### config.mk
export PLATFORM = sky130hd
export DESIGN_NAME = gascon_perm_sequencer
export DESIGN_NICKNAME = d
export VERILOG_FILES = /design/src/rtl/gascon_pkg.sv /design/src/rtl/gascon_perm_sequencer.sv
export SDC_FILE = /design/constraint.sdc
export NUM_CORES = 1
export LEC_CHECK = 0
export CAP_MARGIN = 20
export CORE_AREA = 2 2 513 515
export DETAILED_ROUTE_END_ITERATION = 12
export DIE_AREA = 0 0 515 517
export MAX_ROUTING_LAYER = met4
export PLACE_DENSITY_LB_ADDON = 0.15
export SYNTH_ARGS = -nofsm -noshare
export SYNTH_HDL_FRONTEND = slang
export SYNTH_SLANG_ARGS = --single-unit
### constraint.sdc
create_clock -name clk -period 5.5 [get_ports clk]
set_clock_uncertainty 0.2 [all_clocks]
set_input_delay 1.1 -clock clk [delete_from_list [all_inputs] [get_ports clk]]
set_output_delay 1.1 -clock clk [all_outputs]
set_load 0.02 [all_outputs]
### src/rtl/gascon_pkg.sv
// ---------------------------------------------------------------------------
// gascon_pkg
//   Shared definitions for the Gascon permutation datapath.
//   - GASCON_CWIDTH      : permutation state width in bits
//   - GASCON_MAX_ROUNDS  : rounds in the full permutation (p12)
//   - seq_state_t        : multi-round sequencer FSM encoding
//   - rc()               : round-constant byte for an absolute round index
// ---------------------------------------------------------------------------
package gascon_pkg;

    localparam int GASCON_CWIDTH     = 320;
    localparam int GASCON_MAX_ROUNDS = 12;

    typedef enum logic [2:0] {
        IDLE  = 3'd0,
        LOAD  = 3'd1,
        RUN   = 3'd2,
        LATCH = 3'd3,
        DONE  = 3'd4
    } seq_state_t;

    // Round constant for absolute round index ridx: high nibble counts down
    // from 0xF while the low nibble counts up, e.g. ridx 0 -> 0xF0, 11 -> 0x4B.
    function automatic logic [7:0] rc(input logic [3:0] ridx);
        logic [3:0] w_hi;
        w_hi = 4'hF - ridx;
        return {w_hi, ridx};
    endfunction

endpackage

### src/rtl/gascon_perm_sequencer.sv
// ---------------------------------------------------------------------------
// gascon_perm_sequencer
//   Multi-round controller in front of the single-round Gascon core. Accepts
//   a state plus a round count, drives the core one round at a time (feeding
//   each round result back in) and returns the permuted state.
//
// Handshakes (both sides): a transfer happens on a rising clk edge where
//   valid && ready are both 1. A producer holds valid and its data stable
//   until that edge; ready may change freely and never depends on valid.
//
// Ports
//   clk          in   rising-edge clock
//   reset        in   synchronous, active-low reset
//   in_valid     in   in_state / in_nrounds are valid
//   in_ready     out  sequencer can accept a new job (IDLE only)
//   in_state     in   initial permutation state
//   in_nrounds   in   rounds to apply (clamped to MAX_ROUNDS)
//   out_valid    out  out_state holds the finished result
//   out_ready    in   consumer accepts out_state
//   out_state    out  permuted state
//   core_c       out  state presented to the round core
//   core_round   out  absolute round index presented to the round core
//   core_rst     out  active-high hold/clear to the round core
//   core_cout    in   round core result
//   core_done    in   round core result valid (only honoured in RUN)
//   dbg_state    out  current FSM state (seq_state_t encoding)
// ---------------------------------------------------------------------------
module gascon_perm_sequencer
    import gascon_pkg::*;
#(
    parameter int CWIDTH     = GASCON_CWIDTH,
    parameter int ROUND_W    = 4,
    parameter int MAX_ROUNDS = GASCON_MAX_ROUNDS  // must not exceed 2**ROUND_W
) (
    input  logic              clk,
    input  logic              reset,
    input  logic              in_valid,
    output logic              in_ready,
    input  logic [CWIDTH-1:0] in_state,
    input  logic [ROUND_W-1:0] in_nrounds,
    output logic              out_valid,
    input  logic              out_ready,
    output logic [CWIDTH-1:0] out_state,
    output logic [CWIDTH-1:0] core_c,
    output logic [ROUND_W-1:0] core_round,
    output logic              core_rst,
    input  logic [CWIDTH-1:0] core_cout,
    input  logic              core_done,
    output logic [2:0]        dbg_state
);

    // One extra bit so MAX_ROUNDS == 2**ROUND_W is still representable.
    localparam logic [ROUND_W:0]   MAX_EXT   = (ROUND_W+1)'(MAX_ROUNDS);
    localparam logic [ROUND_W-1:0] LAST_RIDX = ROUND_W'(MAX_ROUNDS - 1);

    seq_state_t          r_state;
    logic                r_in_ready;
    logic                r_out_valid;
    logic [CWIDTH-1:0]   r_out_state;
    logic [CWIDTH-1:0]   r_st;
    logic [ROUND_W-1:0]  r_ridx;
    logic                r_core_rst;

    logic [ROUND_W:0]    w_n_clamped;
    logic [ROUND_W-1:0]  w_ridx_start;
    logic                w_n_zero;
    logic                w_accept;

    // Clamp the requested round count, then start at the absolute round index
    // so a shortened permutation always ends on round MAX_ROUNDS-1. With
    // n >= 1 the start index fits in ROUND_W bits; n == 0 never uses it.
    always_comb begin
        w_n_clamped = {1'b0, in_nrounds};
        if (w_n_clamped > MAX_EXT) begin
            w_n_clamped = MAX_EXT;
        end
        w_ridx_start = ROUND_W'(MAX_EXT - w_n_clamped);
        w_n_zero     = (w_n_clamped == '0);
    end

    assign w_accept = in_valid && r_in_ready;

    always_ff @(posedge clk) begin
        if (!reset) begin
            r_state     <= IDLE;
            r_in_ready  <= 1'b0;
            r_out_valid <= 1'b0;
            r_out_state <= '0;
            r_st        <= '0;
            r_ridx      <= '0;
            r_core_rst  <= 1'b1;
        end else begin
            case (r_state)
                IDLE: begin
                    r_in_ready <= 1'b1;
                    r_core_rst <= 1'b1;
                    if (w_accept) begin
                        r_in_ready <= 1'b0;
                        r_st       <= in_state;
                        r_ridx     <= w_ridx_start;
                        if (w_n_zero) begin
                            // Zero rounds: the input is the result.
                            r_out_state <= in_state;
                            r_out_valid <= 1'b1;
                            r_state     <= DONE;
                        end else begin
                            r_state <= LOAD;
                        end
                    end
                end

                // core_rst stays high for this cycle so the core is cleared
                // between consecutive rounds.
                LOAD: begin
                    r_core_rst <= 1'b0;
                    r_state    <= RUN;
                end

                RUN: begin
                    if (core_done) begin
                        r_core_rst <= 1'b1;
                        r_state    <= LATCH;
                    end
                end

                LATCH: begin
                    r_st <= core_cout;
                    if (r_ridx == LAST_RIDX) begin
                        r_out_state <= core_cout;
                        r_out_valid <= 1'b1;
                        r_state     <= DONE;
                    end else begin
                        r_ridx  <= r_ridx + ROUND_W'(1);
                        r_state <= LOAD;
                    end
                end

                DONE: begin
                    if (out_ready) begin
                        r_out_valid <= 1'b0;
                        r_in_ready  <= 1'b1;
                        r_state     <= IDLE;
                    end
                end

                default: begin
                    r_state    <= IDLE;
                    r_core_rst <= 1'b1;
                end
            endcase
        end
    end

    // The core sees the working state and round index directly; both are
    // only updated in IDLE/LATCH, so they are stable throughout LOAD and RUN.
    assign core_c     = r_st;
    assign core_round = r_ridx;
    assign core_rst   = r_core_rst;
    assign in_ready   = r_in_ready;
    assign out_valid  = r_out_valid;
    assign out_state  = r_out_state;
    assign dbg_state  = r_state;

endmodule

==> impl_metrics.prom <==
# TYPE chip_impl_metric gauge
chip_impl_metric{name="cp.buffers_inverters",unit=""} 2
chip_impl_metric{name="drv_cap",unit=""} 0
chip_impl_metric{name="achievable-frequency",unit="MHz"} 276.2
chip_impl_metric{name="nNetsFinal",unit=""} 4421
chip_impl_info{name="timing.critical_path.slowest_stage_cell",value="sky130_fd_sc_hd__and3b_4"} 1
chip_impl_metric{name="yosysTopAreaCellShare",unit="%"} 51.43
chip_impl_metric{name="synth_area",unit="um2"} 25300
chip_impl_metric{name="vdd.ir_drop.worst",unit="mV"} 0.2226
chip_impl_metric{name="gp_congestion",unit=""} 0.8194
chip_impl_metric{name="post_cts_hold_buffer_count",unit=""} 0
chip_impl_metric{name="route.vias.total",unit=""} 24115
chip_impl_metric{name="clk_latency",unit="ns"} 0.72
chip_impl_metric{name="port-buffer-count",unit=""} 1298
chip_impl_metric{name="synth-edff-count",unit=""} 0
chip_impl_metric{name="power_per_cell_area",unit="nW/um2"} 351.5
chip_impl_metric{name="ctsHtreeMaxLevel",unit=""} 3
chip_impl_metric{name="syn_avg_cell_area",unit="um2"} 9.863
chip_impl_metric{name="synth_cell_types",unit=""} 37
chip_impl_metric{name="totalNegativeSetupSlack",unit="ns"} 0
chip_impl_metric{name="grt_remaining_overflow",unit=""} 0
chip_impl_info{name="cp_cell_sequence",value="and3b_4 > buf_4 > buf_4 > mux2i_1 > a211oi_1"} 1
chip_impl_metric{name="ant_nets",unit=""} 0
chip_impl_metric{name="core.rowCount",unit=""} 188
chip_impl_metric{name="drt-total-wl",unit="um"} 173400
chip_impl_info{name="yosys.area.top_type",value="sky130_fd_sc_hd__dfxtp_1"} 1
chip_impl_metric{name="worst_ep_required_time",unit="ns"} 5.86
chip_impl_metric{name="placeableCoreArea",unit="um2"} 261100
chip_impl_info{name="path_class",value="reg -> reg"} 1
chip_impl_info{name="rsz0062_at_grt",value="false"} 1
chip_impl_metric{name="post_cts.repair.setup_buffers",unit=""} 0
chip_impl_info{name="ys_top_cells_by_area",value="sky130_fd_sc_hd__dfxtp_1 (51%), sky130_fd_sc_hd__a211oi_1 (17%), sky130_fd_sc_hd__mux2i_1 (13%), sky130_fd_sc_hd__nor2_1 (8.6%), sky130_fd_sc_hd__o211a_1 (2.8%)"} 1
chip_impl_metric{name="final_hold_viol_count",unit=""} 0
chip_impl_metric{name="die-area",unit="um2"} 266300
chip_impl_metric{name="start_util",unit="%"} 9.689
chip_impl_info{name="synth_top_cells_by_count",value="sky130_fd_sc_hd__dfxtp_1 (650), sky130_fd_sc_hd__nor2_1 (581), sky130_fd_sc_hd__a211oi_1 (572)"} 1
chip_impl_info{name="worstHoldPathType",value="reg -> reg"} 1
chip_impl_info{name="worst_setup_path_end_kind",value="register"} 1
chip_impl_info{name="cts_tree",value="yes"} 1
chip_impl_metric{name="async_reset_ff_share",unit="%"} 0
chip_impl_metric{name="track_usage",unit="%"} 12.81
chip_impl_metric{name="syn-instance-count",unit=""} 2565
chip_impl_metric{name="synthesis_stage_register_bit_count",unit=""} 650
chip_impl_info{name="crit_path_start_kind",value="register"} 1
chip_impl_metric{name="post_synthesis_net_count",unit=""} 3216
chip_impl_metric{name="leakage_power_figure",unit="nW"} 14.71
chip_impl_metric{name="syn_to_final_growth",unit="%"} 78.80
chip_impl_metric{name="height_of_the_chip",unit="um"} 517
chip_impl_metric{name="postLayoutCoreUtil",unit="%"} 17.33
chip_impl_info{name="clk_root_buffer_cell",value="sky130_fd_sc_hd__clkbuf_16"} 1
chip_impl_metric{name="drt-initial-drc-count",unit=""} 1063
chip_impl_metric{name="post-route-min-period",unit="ns"} 3.620
chip_impl_info{name="most_instantiated_library_cell_after_synthesis",value="sky130_fd_sc_hd__dfxtp_1"} 1
chip_impl_metric{name="clockBufferDepth",unit=""} 3
chip_impl_metric{name="timing.final.max_slew_violations",unit=""} 0
chip_impl_metric{name="cts_made_buffers",unit=""} 89
chip_impl_metric{name="io_pins",unit=""} 1299
chip_impl_info{name="outcome",value="complete, no violations"} 1
chip_impl_metric{name="crit_fanout",unit=""} 25
chip_impl_metric{name="setup_viol_count_final",unit=""} 0
chip_impl_metric{name="clk_transition_reported_paths",unit="ns"} 0.06
chip_impl_metric{name="critical-path-max-stage-delay",unit="ns"} 0.91
chip_impl_metric{name="post-route-period-util",unit="%"} 65.82
chip_impl_metric{name="relSlewSlack",unit="%"} 33.96
chip_impl_metric{name="arrival",unit="ns"} 3.98
chip_impl_metric{name="yosysWarnings",unit=""} 0
chip_impl_metric{name="die_w",unit="um"} 515
chip_impl_metric{name="number_of_antenna_violations_at_the_first_check_in_global_routing",unit=""} 45
chip_impl_metric{name="grt_start_max_net_pins",unit=""} 161
chip_impl_metric{name="grt_pass1_vias",unit=""} 24101
chip_impl_metric{name="hpwl",unit="um"} 140900
chip_impl_metric{name="remaining_design_rule_violation_count",unit=""} 0
chip_impl_metric{name="clkSinkCount",unit=""} 650
chip_impl_metric{name="yosysSeqAreaShare",unit="%"} 51.43
chip_impl_info{name="largest_delay_contributor_family_on_the_critical_path",value="simple AND/OR/NAND/NOR gates"} 1
chip_impl_metric{name="viasPerCell",unit=""} 3.311
chip_impl_metric{name="grt_pass1_wl",unit="um"} 225700
chip_impl_metric{name="worst_slew_pin_slew",unit="ns"} 0.9907
chip_impl_info{name="synth_top_flop_cell",value="sky130_fd_sc_hd__dfxtp_1"} 1
chip_impl_metric{name="final_layout_size_suffix_gt1_share",unit="%"} 5.544
chip_impl_metric{name="cts_repair_resize_count",unit=""} 0
chip_impl_metric{name="firstDrtPassIters",unit=""} 4
chip_impl_info{name="cp_common_cell",value="sky130_fd_sc_hd__buf_4"} 1
chip_impl_metric{name="wire_per_inst",unit="um"} 23.81
==> layout by cell type (no fill, tap or decap), types with 3 or more instances in the layout <==
master	netlist	final
sky130_fd_sc_hd__a211oi_1	572	572
sky130_fd_sc_hd__a21boi_0	3	3
sky130_fd_sc_hd__buf_12	0	19
sky130_fd_sc_hd__buf_4	61	51
sky130_fd_sc_hd__bufinv_16	0	10
sky130_fd_sc_hd__clkbuf_1	98	26
sky130_fd_sc_hd__clkbuf_16	0	91
sky130_fd_sc_hd__clkbuf_8	0	18
sky130_fd_sc_hd__clkdlybuf4s50_1	0	1297
sky130_fd_sc_hd__clkinv_16	0	3
sky130_fd_sc_hd__clkinv_2	0	9
sky130_fd_sc_hd__clkinvlp_4	0	3
sky130_fd_sc_hd__dfxtp_1	650	650
sky130_fd_sc_hd__diode_2	0	21
sky130_fd_sc_hd__mux2i_1	321	321
sky130_fd_sc_hd__nand2_1	80	80
sky130_fd_sc_hd__nor2_1	581	581
sky130_fd_sc_hd__o211a_1	70	70
sky130_fd_sc_hd__o21ai_0	3	3
==> worst reg2reg max path, cell delays in order (launching register included) <==
cell and delay [ns]:
sky130_fd_sc_hd__dfxtp_1 0.62, sky130_fd_sc_hd__and3b_4 0.91, sky130_fd_sc_hd__buf_4 0.48, sky130_fd_sc_hd__buf_4 0.35, sky130_fd_sc_hd__mux2i_1 0.71, sky130_fd_sc_hd__a211oi_1 0.19
==> power by group <==
group / switching [W] / leakage [nW] / internal (W)
clock network: 0.00249 / 1.51 / 0.00377
logic: 0.00231 / 7.91 / 0.00178
registers: 0.000321 / 5.29 / 0.00523
==> state kept, by name (all words and copies together), names as in the netlist <==
signal	flops
out_state	320
core_c	320
in_ready	1
dbg_state	3
core_round	4
out_valid	1
core_rst	1
==> cells by family after synthesis <==
group                    Yosys count  synth area share (%)
flip-flops                       650                 51.43
XOR/XNOR                           3                0.1039
adder cells (fa/ha/maj)            2               0.09890
AND/OR/NAND/NOR                  672                 10.20
AO/OA/AOI/OAI                    661                 20.30
buffers and inverters            256                 5.158
multiplexers                     321                 12.70
==> cell type report <==
class                      count  area [um2]
fill                       29048      215900
timing repair buffer        1367       13750
sequential                   650       13010
multi-input combinational   1659       11010
tap                         3420        4279
clock buffer                 135        2623
clock inverter                28       495.5
antenna                       21       52.55
inverter                       3       18.77
==> through the flow <==
stage / total power [W] / hold WS (ns) / cells / cell area, um2 / worst slack [ns]
after floorplan: 0.007433 / 0.3701 / 2565 / 25300 / 2.546
final: 0.01590 / 0.2955 / 7283 / 45240 / 1.880
after CTS: 0.01632 / 0.2979 / 7262 / 45180 / 1.757
after global placement: 0.009824 / 0.2787 / 7099 / 42070 / 1.253
after detailed placement: 0.009821 / 0.2846 / 7099 / 42070 / 1.298
after global routing: 0.01673 / 0.3091 / 7282 / 45230 / 1.750
==> metal layers <==
| metal | part of all wire, % | track usage [%] | up-vias |
|---|---|---|---|
| met4 | 1.5 | 2.707 | 0 |
| met5 | 0 | - | - |
| met1 | 42 | 14.68 | 11209 |
| met2 | 47 | 20.73 | 989 |
| li1 | - | - | 11768 |
| met3 | 10 | 5.392 | 149 |
==> worst paths after layout <==
check	end	slack (ns)	startpoint	cells past startpoint
max	out_state[18]$_SDFFE_PN0P_	1.88	dbg_state[1]$_SDFFE_PN0P_	5
min	out_state[152]$_SDFFE_PN0P_	0.30	out_state[152]$_SDFFE_PN0P_	2
max reg2reg	out_state[18]$_SDFFE_PN0P_	1.88	dbg_state[1]$_SDFFE_PN0P_	5
min reg2reg	out_state[152]$_SDFFE_PN0P_	0.30	out_state[152]$_SDFFE_PN0P_	2
No activity file was read; power rests on OpenSTA's default activity.
